<file path="config.mk">
export PLATFORM = sky130hd
export DESIGN_NAME = twos_comp_serial
export DESIGN_NICKNAME = d
export VERILOG_FILES = /design/src/rtl/twos_comp_serial.sv
export SDC_FILE = /design/constraint.sdc
export NUM_CORES = 1
export LEC_CHECK = 0
export CAP_MARGIN = 20
export CORE_ASPECT_RATIO = 0.7
export CORE_MARGIN = 2
export CORE_UTILIZATION = 56
export DETAILED_ROUTE_END_ITERATION = 12
export GPL_ROUTABILITY_DRIVEN = 0
export PLACE_DENSITY_LB_ADDON = 0.05
export SLEW_MARGIN = 20
export SYNTH_ARGS = -nofsm -noshare
export SYNTH_HDL_FRONTEND = slang
export SYNTH_SLANG_ARGS = --single-unit
</file>
<file path="constraint.sdc">
create_clock -name clk -period 3.15 [get_ports clk]
set_input_delay 0.7875 -clock clk [delete_from_list [all_inputs] [get_ports clk]]
set_output_delay 0.7875 -clock clk [all_outputs]
set_load 0.05 [all_outputs]
</file>
<file path="src/rtl/twos_comp_serial.sv">
// twos_comp_serial: serial signed-number converter (negate, abs, SM->2C, 2C->SM), CHUNK bits per cycle, LSB first
// Ports: clk/rst (async active-high); in_valid/in_ready/in_data/in_mode operand side;
// out_valid/out_ready/out_data/out_ovf/out_zero result side (results held until accepted)
module twos_comp_serial #(
    parameter int WIDTH = 8,
    parameter int CHUNK = 2
) (
    input  logic             clk,
    input  logic             rst,
    input  logic             in_valid,
    output logic             in_ready,
    input  logic [WIDTH-1:0] in_data,
    input  logic [1:0]       in_mode,
    output logic             out_valid,
    input  logic             out_ready,
    output logic [WIDTH-1:0] out_data,
    output logic             out_ovf,
    output logic             out_zero
);
    localparam int NCH = WIDTH / CHUNK;
    localparam int CW = NCH > 1 ? $clog2(NCH) : 1;
    localparam logic [WIDTH-1:0] MIN = {1'b1, {(WIDTH-1){1'b0}}};
    typedef enum logic [1:0] {IDLE, BUSY, DONE} state_t;
    state_t           state_q;
    logic [WIDTH-1:0] op_q, res_q, out_data_q;
    logic [CW-1:0]    cnt_q;
    logic [1:0]       mode_q;
    logic             carry_q, neg_q, ovf_pre_q, out_valid_q, out_ovf_q, out_zero_q;
    logic             accept;
    logic [WIDTH-1:0] op_d, res_d, commit_d;
    logic             neg_d, ovf_d;
    logic [CHUNK-1:0] c, r;
    logic [CHUNK:0]   sum;
    always_comb begin
        in_ready = state_q == IDLE || (state_q == DONE && out_ready);
        accept   = in_valid && in_ready;
        op_d     = in_mode == 2'b10 ? {1'b0, in_data[WIDTH-2:0]} : in_data;
        neg_d    = in_mode == 2'b00 ? 1'b1 : in_data[WIDTH-1];
        ovf_d    = in_data == MIN && in_mode != 2'b10;
        c        = op_q[CHUNK-1:0];
        sum      = {1'b0, ~c} + {{CHUNK{1'b0}}, carry_q};
        r        = neg_q ? sum[CHUNK-1:0] : c;
        // result fills from the MSB end so the first (LSB) chunk lands at bit 0 after NCH shifts
        res_d    = (WIDTH'(r) << (WIDTH - CHUNK)) | (res_q >> CHUNK);
        // 2C->SM of a negative value: magnitude with the sign bit forced on
        commit_d = (mode_q == 2'b11 && neg_q) ? {1'b1, res_d[WIDTH-2:0]} : res_d;
    end
    always_ff @(posedge clk or posedge rst) begin
        if (rst) begin
            state_q     <= IDLE;
            op_q        <= '0;
            res_q       <= '0;
            cnt_q       <= '0;
            mode_q      <= '0;
            carry_q     <= 1'b0;
            neg_q       <= 1'b0;
            ovf_pre_q   <= 1'b0;
            out_valid_q <= 1'b0;
            out_data_q  <= '0;
            out_ovf_q   <= 1'b0;
            out_zero_q  <= 1'b0;
        end else if (accept) begin
            state_q     <= BUSY;
            op_q        <= op_d;
            mode_q      <= in_mode;
            neg_q       <= neg_d;
            ovf_pre_q   <= ovf_d;
            carry_q     <= 1'b1;
            cnt_q       <= CW'(NCH - 1);
            out_valid_q <= 1'b0;
        end else if (state_q == BUSY) begin
            op_q    <= op_q >> CHUNK;
            res_q   <= res_d;
            carry_q <= sum[CHUNK];
            cnt_q   <= cnt_q - 1'b1;
            if (cnt_q == '0) begin
                state_q     <= DONE;
                out_data_q  <= commit_d;
                out_ovf_q   <= ovf_pre_q;
                out_zero_q  <= commit_d == '0;
                out_valid_q <= 1'b1;
            end
        end else if (state_q == DONE && out_ready) begin
            state_q     <= IDLE;
            out_valid_q <= 1'b0;
        end
    end
    assign out_valid = out_valid_q;
    assign out_data  = out_data_q;
    assign out_ovf   = out_ovf_q;
    assign out_zero  = out_zero_q;
endmodule
</file>
# Word level (Yosys, flattened, before mapping)

Cells that the tools add are included.
W data, S select, Z words.

Word-level logic and storage cells: 56
Output and inout port bits: 12
Register bits after elaboration: 36

Reduce and logical (&&, ||, !) cells: 14
Eq/ne operators: 7
Bitwise operators: 3
Add/subtract/negate cells: 2
Multiplexer cells: 18

Operators by type and width:

| cell                  | count |
|---|---|
| $mux W8               | 4 |
| $mux W2               | 7 |
| $eq A8 B8 Y1 const B  | 1 |
| $logic_not A8 Y1      | 1 |
| $or A8 B6 Y8          | 1 |
| $mux W1               | 7 |
| $eq A2 B2 Y1 const B  | 3 |
| $logic_not A2 Y1      | 3 |
| $logic_and A1 B1 Y1   | 4 |
| $reduce_and A2 Y1     | 2 |
| $add A2 B1 Y3         | 1 |
| $ne A3 B2 Y1 const B  | 1 |
| $reduce_and A3 Y1     | 1 |
| $reduce_bool A3 Y1    | 1 |
| $eq A2 B1 Y1 const B  | 1 |
| $ne A2 B2 Y1 const B  | 1 |
| $not A2 Y2            | 1 |
| $reduce_bool A2 Y1    | 1 |
| $sub A2 B1 Y2 const B | 1 |
| $logic_or A1 B1 Y1    | 1 |
| $not A1 Y1            | 1 |

# Logic depth before layout (Yosys ltp)

Gate-level depths: netlist of run 1.

Word-level depth: 6
Gate-level depth with buffers: 6
Mapped depth without buffers: 6

# Worst setup path before layout of run 1

No wires, ideal clock.

Path kind: in2out
Start: input port out_ready
End: output port in_ready
Path slack: 1.167 ns
Required time: 2.362 ns
Cell stages on the path: 1
Arrival time: 1.195 ns
Buffers on the path: 0
Cell sequence: o21a_1

Cells in the longest elaborated chain, start to end: 2

RTL lines:

| item                | RTL line | RTL |
|---|---|---|
| from (decl)         | 15       | `input logic out_ready,` |
| $logic_and A1 B1 Y1 | 35       | `in_ready = state_q == IDLE \|\| (state_q == DONE && out_ready);` |
| $logic_or A1 B1 Y1  | 35       |  |
| to (decl)           | 11       | `output logic in_ready,` |

Every way passes these cells.

# Final worst setup path of run 1

Same ends and word-level chain as after synthesis.

==> summary.txt, run 1 <==
STA
  • Total Neg Setup Slack: 0 ns
  • # setup viols final: 0
  • Clock Skews: 0.00243 ns
  • Worst slew pin tran: 0.650 ns
  • Period utilisation layout: roughly four fifths
  • Max-slew headroom at the worst pin: 56.5%
  • Final worst slack: 0.690 ns
  • Fmax: 407 MHz
  • RSZ-0062 raised after global routing: no
  • Final Hold Viols: 0
  • Fin crit period: around 2.5 ns
  • Slew Viols, Final: 0

Yosys
  • Avg Inst Size Synth: 13.1 um^2
  • Leading area contributor after synthesis: dfrtp_1
  • FF+latch count, synth: 33
  • Top cell type's share of synthesized area: between 50% and 60%
  • Top cells by area, synth: dfrtp_1 (53%), mux2_4 (12%), mux2_2 (10%)
  • Synth Cell Area: 0.00155 mm^2
  • Syn Nets: approximately 140
  • Cells after Synth: 118
  • Number of synthesis warnings: 0
  • Sequential area share after synthesis: 53.3%
  • Netlist cell types: 28

Clocking
  • Post-CTS setup buffer count: 0
  • Worst-path clk slew: ~0.06 ns
  • Clock sink total: 33
  • CTS tree: built
  • H-Tree Depth: 2
  • Hold_buf cts: 0
  • PostCTS Resize Cnt: 0
  • Num CTS Buffers: 5
  • Clock latency on the worst-skew pair: 0.28 ns
  • Clock Tree Buf Depth: 2
  • CTS root buffer: clkbuf_8

Placement
  • Dpl cell area: 0.00182 mm^2
  • # port buffers: 25
  • Setup WS pre-CTS: 0.680 ns
  • Half-perimeter wire length after placement: 2050 um

Worst setup path
  • Worst-path cell chain: clkdlybuf4s50_1 > o21a_1 > buf_12
  • Crit Reg-Reg Startpoint: cnt_q[0]$_DFFE_PP0P_
  • CP arrival: 1.67 ns
  • CP max stage delay: about 0.53 ns
  • Critical path data required time: about 2.4 ns
  • Type of the worst setup path: input pin to output pin
  • Reg2reg end: out_data[2]$_DFFE_PP0P_
  • Critical Path Source: out_ready
  • Worst path slowest cell: clkdlybuf4s50_1
  • CP endpoint kind: output pin
  • Reg2Reg Depth: 4
  • R2R Setup Slk: approximately 1.5 ns
  • Crit Path Max Fanout: 2
  • Setup crit start kind: input pin

Power and ir drop
  • Combinational power share: 4.1%
  • Leak: 0.980 nW
  • Sw Pwr: 0.162 mW
  • Switch share: 20.9%
  • Sequential Power Share: a little over half
  • Clock share of power: between 40% and 50%
  • Pint: 0.614 mW
  • Power density cells: 407 mW/mm^2
  • Worst VDD drop: 0.000287 V

Finish
  • Layout cell share with drive strength beyond 1: 25.2%
  • Area delta synth->final: 23.1%
  • Post-route cell area: approximately 0.0019 mm^2
  • Final nets: 164
  • Fill cells: 180
  • N_diodes: 0

Global route
  • Largest net degree at the start of global routing: 34
  • Initial antenna violation count: 0
  • M2 GR Usage: approximately a third
  • Total GRT Usage: 21.5%
  • Total gr overflow: 0
  • Vias in the first global route: slightly above 1000
  • M3 GR Usage: 6.82%
  • GR peak layer: met2
  • Routing usage on met1: 27.9%
  • Global-route wire length before repair: 4730 um

Run
  • Max_cap viols: 0

Floorplanning
  • Die X-Extent: 66.9 um
  • Initial Utilization: 60.7%
  • Core ar.: 0.00255 mm^2
  • IO Pins: 26
  • Die area: roughly 0.0032 mm^2
  • Chip Height: 48.0 um
  • Cell Rows: 15

Detailed routing
  • DR DRC count: 0
  • DR vias: slightly below 1000
  • Drt wl/cell: approximately 16 um
  • First drt pass iteration count: 4
  • Final WL: 2890 um
  • Starting DRT DRC Count: 67
  • Routed Antenna Nets: 0
  • Routed vias/inst: 5.39

Min path
  • End of the worst hold path: out_data[6]$_DFFE_PP0P_
  • Hold depth: 2
  • HP Start: out_data[6]$_DFFE_PP0P_
  • Worst hold path type: flip-flop to flip-flop

Outcome
  • Status: complete, no violations
worst max path at each step:
stage | endpoint | cells past startpoint
after floorplan | in_ready | 1
after global placement | in_ready | 3
after detailed placement | in_ready | 3
after CTS | in_ready | 3
after global routing | in_ready | 3
final | in_ready | 3
worst max-delay path: cells and delay by family:
kind | cells | cell delay, ns
AO/OA/AOI/OAI | 1 | 0.20
buffers and inverters | 2 | 0.68
cell usage in the layout (no fill, tap or decap), types with 2 or more instances in the layout:
master,instances
a21oi_1,2
clkbuf_8,6
clkdlybuf4s50_1,24
dfrtp_1,33
ha_1,3
inv_1,9
mux2_2,14
mux2_4,12
mux2i_1,6
nand2_1,10
nor2_1,4
nor4_1,2
o21ai_0,6
final cells by class:
type / instances / area, um^2 / share of cell area, %
inverters: 10 / 37.5 / 1.97
flip-flops and latches: 33 / 826 / 43.3
well taps: 34 / 42.5 / 2.23
repair buffers: 26 / 268 / 14.0
clock buffers: 7 / 86.3 / 4.52
multi-input cells: 71 / 648 / 34.0
layer usage:
layer,up-vias,part of all wire (%)
li1,468,-
met1,481,48
met2,20,46
met3,6,4.9
met4,0,1.4
met5,-,0
cells by family (layout without fill, tap and decap cells):
logic type,Yosys count,count (layout),share of synthesized area (%)
AO/OA/AOI/OAI,14,14,6.46
XOR/XNOR,1,1,0.565
adder cells (fa/ha/maj),3,3,2.42
buffers and inverters,14,43,4.92
flip-flops,33,33,53.3
multiplexers,32,32,25.7
AND/OR/NAND/NOR,21,21,6.70
Yosys cell counts, drive strengths merged:
cell,number
dfrtp,33
mux2,26
inv,10
nand2,10
mux2i,6
o21ai,6
buf,4
nor2,4
ha,3
a21oi,2
nor4,2
o211ai,2
and2b,1
nand2b,1
nand3,1
nand3b,1
nor3,1
o2111ai,1
o21a,1
o21bai,1
o31ai,1
xnor2,1
through the flow:
step	power [mW]	instances	utilization [%]	hold slack, ns
6_report	0.776	181	74.8	0.489
5_1_grt	0.807	181	74.8	0.519
4_1_cts	0.782	181	74.8	0.494
3_5_place_dp	0.464	174	71.4	0.479
3_3_place_gp	0.463	174	71.4	0.459
2_1_floorplan	0.440	118	-	0.467
power groups by stage:
| stage | Combinational, mW | Clock (mW) | Sequential [mW] |
|---|---|---|---|
| after detailed placement | 0.0328 | 0 | 0.432 |
| final | 0.0321 | 0.320 | 0.424 |
| after CTS | 0.0331 | 0.325 | 0.424 |
| after global placement | 0.0318 | 0 | 0.432 |
| after floorplan | 0.00861 | 0 | 0.432 |
| after global routing | 0.0358 | 0.347 | 0.423 |
state kept, by name, indices dropped and copies added, names as in the netlist:
register	count
out_ovf	1
neg_q	1
mode_q	2
carry_q	1
out_data	8
op_q	8
out_zero	1
cnt_q	2
state_q	2
ovf_pre_q	1
res_q	6
(Power assumes the default switching activity.)
==> run 2, diff against run 1 <==
--- a/config.mk
+++ b/config.mk
@@ -8,7 +8,7 @@
 export CAP_MARGIN = 20
 export CORE_ASPECT_RATIO = 0.7
 export CORE_MARGIN = 2
-export CORE_UTILIZATION = 56
+export CORE_UTILIZATION = 47
 export DETAILED_ROUTE_END_ITERATION = 12
 export GPL_ROUTABILITY_DRIVEN = 0
 export PLACE_DENSITY_LB_ADDON = 0.05
==> constraint.sdc (replaced) <==
create_clock -name clk -period 2.2 [get_ports clk]
set_input_delay 0.55 -clock clk [delete_from_list [all_inputs] [get_ports clk]]
set_output_delay 0.55 -clock clk [all_outputs]
set_load 0.05 [all_outputs]
==> run 2 against run 1 <==
Net effect:
- critical path depth shrank 2
- die area grew 18%
- non-clock buffer count grew 2
- sequential share of layout area shrank 1.1 points
- final cell count grew 3.9%
- total power grew 60%
- hold slack lost 0.014 ns
- flip-flop and latch count is the same
- routed wire length shrank 4.3%
- via count grew 0.41%
- design area grew 2.6%
- setup slack lost 0.59 ns
- largest power group unchanged
- highest routed layer unchanged
==> summary.txt, run 2 (synthesis results as in run 1) <==
Outcome
  • Status: complete, no violations

Floorplanning
  • Die area: between 0.003 and 0.004 mm^2
  • Chip Height: ~52 um
  • Die X-Extent: 72.6 um
  • Initial Utilization: 49.2%
  • IO Pins: 26
  • Core ar.: approximately 0.0031 mm^2
  • Cell Rows: 17

Clocking
  • Num CTS Buffers: 5
  • Hold_buf cts: 0
  • CTS root buffer: clkbuf_8
  • Clock Tree Buf Depth: 2
  • PostCTS Resize Cnt: 0
  • Worst-path clk slew: 0.07 ns
  • H-Tree Depth: 2
  • CTS tree: built
  • Post-CTS setup buffer count: 0
  • Clock sink total: 33
  • Clock latency on the worst-skew pair: 0.28 ns

Detailed routing
  • Final WL: 2770 um
  • DR vias: just under 1000
  • DR DRC count: 0
  • First drt pass iteration count: 3
  • Routed Antenna Nets: 0
  • Starting DRT DRC Count: 60
  • Drt wl/cell: 14.7 um
  • Routed vias/inst: 5.21

Worst setup path
  • Worst-path cell chain: clkdlybuf4s50_1
  • CP arrival: 1.55 ns
  • Setup crit start kind: flip-flop
  • Critical path data required time: 1.65 ns
  • Crit Path Max Fanout: 6
  • CP max stage delay: 0.84 ns
  • Critical path's top delay family: buffers and inverters
  • CP endpoint kind: output pin
  • Type of the worst setup path: flip-flop to output pin
  • Worst path slowest cell: clkdlybuf4s50_1
  • WP buf/inv: 1

Finish
  • Layout cell share with drive strength beyond 1: 26.7%
  • Commonest non-fill, non-tap cell in the layout: dfrtp_1
  • Most frequent cells in the layout: dfrtp_1 (33), clkdlybuf4s50_1 (24), mux2_2 (14), mux2_4 (12), nand2_1 (10)
  • Area delta synth->final: 26.3%
  • N_diodes: 0
  • Final nets: 166
  • Final non-filler cell total: 188

Global route
  • Initial antenna violation count: 0
  • Vias in the first global route: about 970
  • Largest net degree at the start of global routing: 34
  • Total GRT Usage: 16.9%
  • Total gr overflow: 0
  • Global-route wire length before repair: 4580 um

STA
  • Final worst slack: just over 0.1 ns
  • Fin crit period: 2.10 ns
  • Clock Skews: 0.00417 ns
  • RSZ-0062 raised after global routing: no
  • Period utilisation layout: 95.4%
  • Final Hold Viols: 0
  • # setup viols final: 0
  • Slew Viols, Final: 0
  • Total Neg Setup Slack: 0 ns
  • Fmax: 477 MHz
  • Max-slew headroom at the worst pin: 62.6%
  • Worst slew pin tran: 0.560 ns

Placement
  • DP Cell Count: 180
  • Setup WS pre-CTS: 0.213 ns
  • # port buffers: 25
  • Half-perimeter wire length after placement: 2000 um

Power and ir drop
  • Power density cells: between 600 and 700 mW/mm^2
  • Worst VDD drop: 0.000374 V
  • Leak: around 1.0 nW

Run
  • Max_cap viols: 0

Min path
  • Worst hold path type: flip-flop to flip-flop
==> run 2: cell types whose count changed in the layout (fill, tap and decap cells not counted) <==
cell	previous run	this run
bufinv_16	0	1
buf_4	1	3
==> run 2: per-layer routing <==
layer	vias up	GRT usage, %	routed length (um)
met3	8	5.43	96
li1	468	-	-
met1	486	21.9	1410
met2	17	24.8	1200
met5	-	0	0
met4	0	10.2	61
==> run 2: area by class of cell <==
| type | instances | area, um^2 |
|---|---|---|
| clock buffer | 7 | 86.3 |
| clock inverter | 1 | 30.0 |
| fill | 255 | 1190 |
| inverter | 10 | 37.5 |
| multi-input combinational | 71 | 648 |
| sequential | 33 | 826 |
| tap | 38 | 47.5 |
| timing repair buffer | 28 | 283 |
==> run 2: power by group <==
part	switching, mW	internal (mW)	total (mW)
registers	0	0.607	0.607
logic	0.0214	0.0237	0.0451
clock network	0.219	0.369	0.588
total	0.240	0.999	1.24
==> run 2: metrics by stage <==
step	utilization, %	power [mW]	area [um^2]	hold WS, ns
4_1_cts	62.2	1.25	1960	0.482
3_5_place_dp	58.5	0.664	1840	0.467
6_report	62.2	1.24	1960	0.475
3_3_place_gp	58.5	0.664	1840	0.459
5_1_grt	62.2	1.28	1960	0.504
2_1_floorplan	-	0.630	1550	0.467
==> run 2: path summary, 6_finish.rpt <==
path | startpoint | endpoint | slack (ns) | cells after the start
max in group asynchronous | rst | state_q[1]$_DFFE_PP0P_ | 1.26 | 3
worst min register to register | out_zero$_DFFE_PP0P_ | out_zero$_DFFE_PP0P_ | 0.48 | 2
min in group asynchronous | rst | out_data[5]$_DFFE_PP0P_ | 0.65 | 3
worst min-delay path | out_zero$_DFFE_PP0P_ | out_zero$_DFFE_PP0P_ | 0.48 | 2
worst max register to register | cnt_q[0]$_DFFE_PP0P_ | out_data[4]$_DFFE_PP0P_ | 0.61 | 4
worst max-delay path | state_q[1]$_DFFE_PP0P_ | out_valid | 0.10 | 1
==> run 2: worst register-to-register path, cell delays in order, from the launching register on <==
cell and delay, ns:
dfrtp_1 0.36, inv_1 0.08, ha_1 0.20, nand3b_1 0.41, mux2_2 0.43
